===== src/rtl/proj2aff_conv.sv =====
// Projective (Lopez-Dahab) to affine conversion over GF(2^233): x = X/Z, y = Y/Z^2.
// Define PROJ2AFF_TIMEOUT_EN to enable the WAIT_INV watchdog and ERROR strobe.
module proj2aff_conv #(
  parameter int           N       = 233,
  parameter logic [N-1:0] POLY    = (N'(1) << 74) | N'(1),
  parameter int           TIMEOUT = 4095
) (
  input  logic         CLK,
  input  logic         RST_N,
  input  logic         IN_VALID,
  input  logic [N-1:0] X_IN,
  input  logic [N-1:0] Y_IN,
  input  logic [N-1:0] Z_IN,
  output logic         BUSY,
  output logic         INV_IN_VALID,
  output logic [N-1:0] INV_DIN,
  input  logic [N-1:0] INV_DOUT,
  input  logic         INV_OUT_VALID,
  output logic [N-1:0] XA,
  output logic [N-1:0] YA,
  output logic         INF,
  output logic         OUT_VALID,
  output logic         ERROR
);

  // Handshake: IN_VALID is a strobe taken only in IDLE (BUSY=0, not DONE); INV_IN_VALID,
  // INV_OUT_VALID, OUT_VALID and ERROR are single-cycle pulses with no back-pressure.
  typedef enum logic [2:0] {IDLE, LOAD_INV, WAIT_INV, MUL_X, MUL_Y, DONE} state_t;

  localparam int            CW      = $clog2(N);
  localparam logic [CW-1:0] CNT_TOP = CW'(N - 1);

  state_t        state_q, state_d;
  logic [N-1:0]  x_q, x_d, y_q, y_d, z_q, z_d;
  logic [N-1:0]  zinv_q, zinv_d, zinv2_q, zinv2_d;
  logic [N-1:0]  acc_q, acc_d, acc_step;
  logic [N-1:0]  xa_q, xa_d, ya_q, ya_d;
  logic          inf_q, inf_d;
  logic [CW-1:0] cnt_q, cnt_d;
  logic          mul_bit;
  logic          tmo_hit;

  function automatic logic [N-1:0] gf_xtime(input logic [N-1:0] a);
    gf_xtime = {a[N-2:0], 1'b0} ^ (a[N-1] ? POLY : '0);
  endfunction

  // Squaring spreads bits to even positions; fold x^i (i >= N) back as x^(i-N)*POLY.
  function automatic logic [N-1:0] gf_sqr(input logic [N-1:0] a);
    logic [2*N-2:0] w;
    w = '0;
    for (int i = 0; i < N; i++) w[2*i] = a[i];
    for (int i = 2*N-2; i >= N; i--) begin
      if (w[i]) begin
        w[i] = 1'b0;
        w    = w ^ ({{(N-1){1'b0}}, POLY} << (i - N));
      end
    end
    return w[N-1:0];
  endfunction

  always_ff @(posedge CLK or negedge RST_N) begin : p_state
    if (!RST_N) state_q <= IDLE;
    else        state_q <= state_d;
  end

  always_comb begin : p_next
    state_d = state_q;
    case (state_q)
      IDLE:     if (IN_VALID) state_d = (Z_IN == '0) ? DONE : LOAD_INV;
      LOAD_INV: state_d = WAIT_INV;
      WAIT_INV: begin
        if (INV_OUT_VALID) state_d = MUL_X;
        else if (tmo_hit)  state_d = IDLE;
      end
      MUL_X:    if (cnt_q == '0) state_d = MUL_Y;
      MUL_Y:    if (cnt_q == '0) state_d = DONE;
      DONE:     state_d = IDLE;
      default:  state_d = IDLE;
    endcase
  end

  always_comb begin : p_out
    BUSY         = 1'b0;
    INV_IN_VALID = 1'b0;
    OUT_VALID    = 1'b0;
    case (state_q)
      LOAD_INV: begin
        BUSY         = 1'b1;
        INV_IN_VALID = 1'b1;
      end
      WAIT_INV, MUL_X, MUL_Y: BUSY = 1'b1;
      DONE:     OUT_VALID = 1'b1;
      default:  ;
    endcase
  end

  // MSB-first shift-and-add step shared by both multiplications.
  assign mul_bit  = (state_q == MUL_X) ? x_q[cnt_q] : y_q[cnt_q];
  assign acc_step = gf_xtime(acc_q) ^
                    (mul_bit ? ((state_q == MUL_X) ? zinv_q : zinv2_q) : '0);

  always_comb begin : p_datapath
    x_d     = x_q;
    y_d     = y_q;
    z_d     = z_q;
    zinv_d  = zinv_q;
    zinv2_d = zinv2_q;
    acc_d   = acc_q;
    cnt_d   = cnt_q;
    xa_d    = xa_q;
    ya_d    = ya_q;
    inf_d   = inf_q;
    case (state_q)
      IDLE: begin
        if (IN_VALID) begin
          x_d = X_IN;
          y_d = Y_IN;
          z_d = Z_IN;
          if (Z_IN == '0) begin
            inf_d = 1'b1;
            xa_d  = '0;
            ya_d  = '0;
          end else begin
            inf_d = 1'b0;
          end
        end
      end
      WAIT_INV: begin
        if (INV_OUT_VALID) begin
          zinv_d  = INV_DOUT;
          zinv2_d = gf_sqr(INV_DOUT);
          acc_d   = '0;
          cnt_d   = CNT_TOP;
        end
      end
      MUL_X, MUL_Y: begin
        acc_d = acc_step;
        cnt_d = cnt_q - CW'(1);
        if (cnt_q == '0) begin
          acc_d = '0;
          cnt_d = CNT_TOP;
          if (state_q == MUL_X) xa_d = acc_step;
          else                  ya_d = acc_step;
        end
      end
      default: ;
    endcase
  end

  always_ff @(posedge CLK or negedge RST_N) begin : p_regs
    if (!RST_N) begin
      x_q     <= '0;
      y_q     <= '0;
      z_q     <= '0;
      zinv_q  <= '0;
      zinv2_q <= '0;
      acc_q   <= '0;
      cnt_q   <= '0;
      xa_q    <= '0;
      ya_q    <= '0;
      inf_q   <= 1'b0;
    end else begin
      x_q     <= x_d;
      y_q     <= y_d;
      z_q     <= z_d;
      zinv_q  <= zinv_d;
      zinv2_q <= zinv2_d;
      acc_q   <= acc_d;
      cnt_q   <= cnt_d;
      xa_q    <= xa_d;
      ya_q    <= ya_d;
      inf_q   <= inf_d;
    end
  end

`ifdef PROJ2AFF_TIMEOUT_EN
  logic [11:0] tmo_q, tmo_d;
  logic        err_q;

  // Counter is 0 on the first WAIT_INV cycle; expiry after TIMEOUT silent cycles.
  assign tmo_d   = (state_q == WAIT_INV) ? tmo_q + 12'd1 : '0;
  assign tmo_hit = (state_q == WAIT_INV) && !INV_OUT_VALID && (tmo_q == 12'(TIMEOUT - 1));

  always_ff @(posedge CLK or negedge RST_N) begin : p_tmo
    if (!RST_N) begin
      tmo_q <= '0;
      err_q <= 1'b0;
    end else begin
      tmo_q <= tmo_d;
      err_q <= tmo_hit;
    end
  end

  assign ERROR = err_q;
`else
  logic unused_timeout;
  assign unused_timeout = (TIMEOUT == 0);
  assign tmo_hit        = 1'b0;
  assign ERROR          = 1'b0;
`endif

  assign INV_DIN = z_q;
  assign XA      = xa_q;
  assign YA      = ya_q;
  assign INF     = inf_q;

endmodule


===== config.mk =====
export PLATFORM = sky130hd
export DESIGN_NAME = proj2aff_conv
export DESIGN_NICKNAME = d
export VERILOG_FILES = /design/src/rtl/proj2aff_conv.sv
export SDC_FILE = /design/constraint.sdc
export NUM_CORES = 2
export LEC_CHECK = 0
export CAP_MARGIN = 20
export CELL_PAD_IN_SITES_DETAIL_PLACEMENT = 1
export CELL_PAD_IN_SITES_GLOBAL_PLACEMENT = 2
export CORE_AREA = 2 2 643 645
export DETAILED_ROUTE_END_ITERATION = 12
export DIE_AREA = 0 0 645 647
export GPL_TIMING_DRIVEN = 0
export PLACE_DENSITY = 0.54
export SYNTH_ARGS = -nofsm -noshare
export SYNTH_HDL_FRONTEND = slang
export SYNTH_SLANG_ARGS = --single-unit

===== constraint.sdc =====
create_clock -name CLK -period 4.15 [get_ports CLK]
set_input_delay 0.83 -clock CLK [delete_from_list [all_inputs] [get_ports CLK]]
set_output_delay 0.83 -clock CLK [all_outputs]
set_load 0.1 [all_outputs]

==> flow_metrics.py <==
metrics = {
    "min_path": {
        "min_path_cells": 2,
        "hp-start": "XA[52]",
        "hold_path_end": "XA[52]",
        "hold_path_class": "reg2reg",
    },
    "routing": {
        "dr.pass1.iters": 5,
        "drt-initial-drc-count": 3619,
        "drc": 0,
        "drt_wl_total_microns": 492500,
        "num_vias": 63805,
        "antenna_left": 0,
        "vias_per_cell": 4.423,
        "wire_per_inst_microns": 34.14,
    },
    "power": {
        "p_leak_nw": 45.66,
        "finalPower_mw": 130.9,
        "irDropWorstVdd_uv": 663.0,
        "power_per_cell_area_nw_per_um2": 1121,
    },
    "clock_tree": {
        "clkTransAtPathRegs_ns": 0.07,
        "clock_path_buffers": 4,
        "htree_levels": 4,
        "cts_num_sinks": 1796,
        "cts_buffers": 233,
        "clk_latency_ns": 0.96,
        "root_buffer": "clkbuf_16",
        "cts_tree": "yes",
    },
    "status": {
        "failed_checks": "setup timing",
        "status": "finished, violations left",
    },
    "logic_synthesis": {
        "async_flop_share_pct": 100.0,
        "synth_seq_cells": 1796,
        "synthTopCellsByArea": "dfrtp_1 58%, mux2_2 14%, nand2_1 5.8%, xnor2_1 4.4%, o21ai_1 3.3%",
        "synth_top_area_cell": "dfrtp_1",
        "synth.net_count": 7400,
        "syn_inst": 6463,
        "synth_area_per_cell_sq_um": 11.92,
        "synth_edf_count": 0,
        "synthTopCellsByCount": "1796 x dfrtp_1, 1190 x nand2_1, 943 x mux2_2",
        "yosysWarnings": 0,
        "synth_ff_type": "dfrtp_1",
        "yosysMostFrequentCell": "dfrtp_1",
        "syn-cell-area_sq_um": 77030,
        "seq_area_frac_synth_pct": 58.35,
        "synth_cell_types": 67,
        "synth_top_cell_area_share_pct": 58.35,
    },
    "place": {
        "dp.cells": 13676,
        "place_ws_ns": -2.850,
        "dp_hpwl_microns": 399300,
        "place_area_sq_um": 102200,
        "globalplace.congestion": 0.9167,
        "io_buffers": 1638,
    },
    "worst_setup_path": {
        "critPathArrivalTime_ns": 4.95,
        "cp_max_fo": 10,
        "critPathLaunchType": "flop",
        "r2r_slack_ns": -0.009,
        "worst_ep_required_time_ns": 4.94,
        "reg2reg_depth": 16,
        "rr_startpoint": "cnt_q[2]",
        "r2r-end": "YA[138]",
        "criticalPathCategory": "reg2reg",
        "endpoint_kind": "flop",
    },
    "final_layout": {
        "design_area_sq_um": 116800,
        "fin_nets": 9570,
        "stdcell_count": 14425,
        "fill_cells": 45142,
        "areaGrowthSynthToFinish_pct": 51.57,
        "drive_gt1_share_pct": 25.89,
        "utilization_pct": 28.40,
    },
    "sta": {
        "fin_ws_ns": -0.009053,
        "hold_viol": 0,
        "rsz0062_at_grt": "true",
        "fmax_ghz": 0.2404,
        "fin_crit_ns": 4.159,
        "worstMarginPinSlew_ns": 1.244,
        "finalCritPeriodShare_pct": 100.2,
        "finalMaxSlewViolations": 0,
        "setup_viol": 3,
        "setup_tns_ns": -0.01288,
        "slew_headroom_pct": 16.78,
        "hold_slack_ns": 0.4800,
        "clock_skew_ns": 0.08500,
    },
    "floorplan": {
        "coreArea_sq_um": 411000,
        "io_pins": 1640,
        "die_x_microns": 645,
        "die_area_sq_um": 417300,
        "start_util_pct": 18.74,
        "std_cell_rows": 236,
        "die_h_microns": 647,
    },
    "global_route": {
        "antenna_found_initial": 271,
        "grt_pass1_wl_microns": 644100,
        "grt_max_degree": 169,
        "grt_usage_pct": 22.87,
        "overflow": 0,
        "grt_pass1_vias": 68844,
    },
    "job": {
        "cap_violations": 0,
    },
}
==> where the power goes <==
part / leakage, nW / switching [mW] / internal, mW
registers: 22.4 / 5.98 / 25.6
logic: 19.4 / 51.7 / 26.1
clock network: 3.93 / 8.84 / 12.7
==> worst max-delay path, cell delays in order (launching register included) <==
cell and delay [ns]:
dfrtp_1 0.45, buf_6 0.25, buf_6 0.24, buf_8 0.25, mux4_2 0.46, nand2_1 0.12
a21oi_1 0.12, o211ai_1 0.42, o211ai_2 0.18, o211ai_4 0.12, buf_12 0.19, buf_16 0.21
buf_6 0.18, a32oi_1 0.14, xnor2_1 0.28, buf_4 0.23, o21ai_1 0.08
==> registers in the layout (all words and copies together) (netlist names) <==
name / count
INV_DIN: 233
YA: 233
acc_q: 233
y_q: 233
zinv2_q: 153
zinv_q: 233
state_q: 3
INF: 1
x_q: 233
cnt_q: 8
XA: 233
==> cells in the final DEF, fill, tap and decap left out, types with 143 or more instances in the layout <==
| cell type | instances |
|---|---|
| a21oi_1 | 170 |
| o21ai_0 | 205 |
| buf_4 | 161 |
| xnor2_2 | 214 |
| mux2_2 | 943 |
| clkbuf_16 | 239 |
| xnor2_1 | 165 |
| o21ai_1 | 513 |
| dfrtp_1 | 1795 |
| buf_12 | 143 |
| nand2_1 | 1189 |
| nor2_1 | 171 |
| clkdlybuf4s50_1 | 1630 |
| clkbuf_1 | 321 |
==> per-layer routing <==
metal / up-vias / share of wire [%] / global-route usage, %
li1: 27222 / - / -
met1: 33539 / 37 / 24.98
met2: 2114 / 52 / 41.47
met3: 816 / 6.9 / 6.502
met4: 114 / 4.6 / 9.134
met5: - / 0.15 / 0
==> what timing repair did <==
action	CTS	global route
hold buffers	2	0
hold endpoints to repair	114	0
endpoints found under the setup margin	953	812
buffers inserted	161	26
pin swaps	136	32
cloned	3	4
gates resized for setup	583	139
==> worst max path at each step <==
stage | depth (start not counted) | to | slack (ns) | start
after floorplan | 3 | INV_IN_VALID | 0.37 | state_q[2]
after global placement | 1 | INV_DIN[189] | -85.31 | RST_N
after detailed placement | 15 | YA[109] | -2.85 | cnt_q[1]
after CTS | 16 | YA[138] | -0.07 | cnt_q[0]
after global routing | 16 | YA[138] | -0.02 | cnt_q[0]
final | 16 | YA[138] | -0.009 | cnt_q[2]
==> cell families after synthesis <==
family	after synthesis	share of synthesized area, %
xor+xnor	388	4.412
mux	1087	17.28
other cells	1	0.004868
flops	1796	58.35
fa+ha+maj	1	0.01624
simple gates	1504	7.761
compound gates	1204	9.290
buf+inv	482	2.888
==> area by class of cell <==
class | count | area, sq um | area share, %
multi-input cells | 4185 | 32900 | 28.18
diodes | 124 | 310.3 | 0.2658
flip-flops and latches | 1796 | 44940 | 38.50
repair buffers | 1939 | 20830 | 17.84
clock buffers | 344 | 6819 | 5.841
inverters | 10 | 58.81 | 0.05037
plain buffers | 468 | 2883 | 2.469
clock inverters | 85 | 1164 | 0.9967
well taps | 5474 | 6849 | 5.866
No activity file was read; power rests on OpenSTA's default activity.
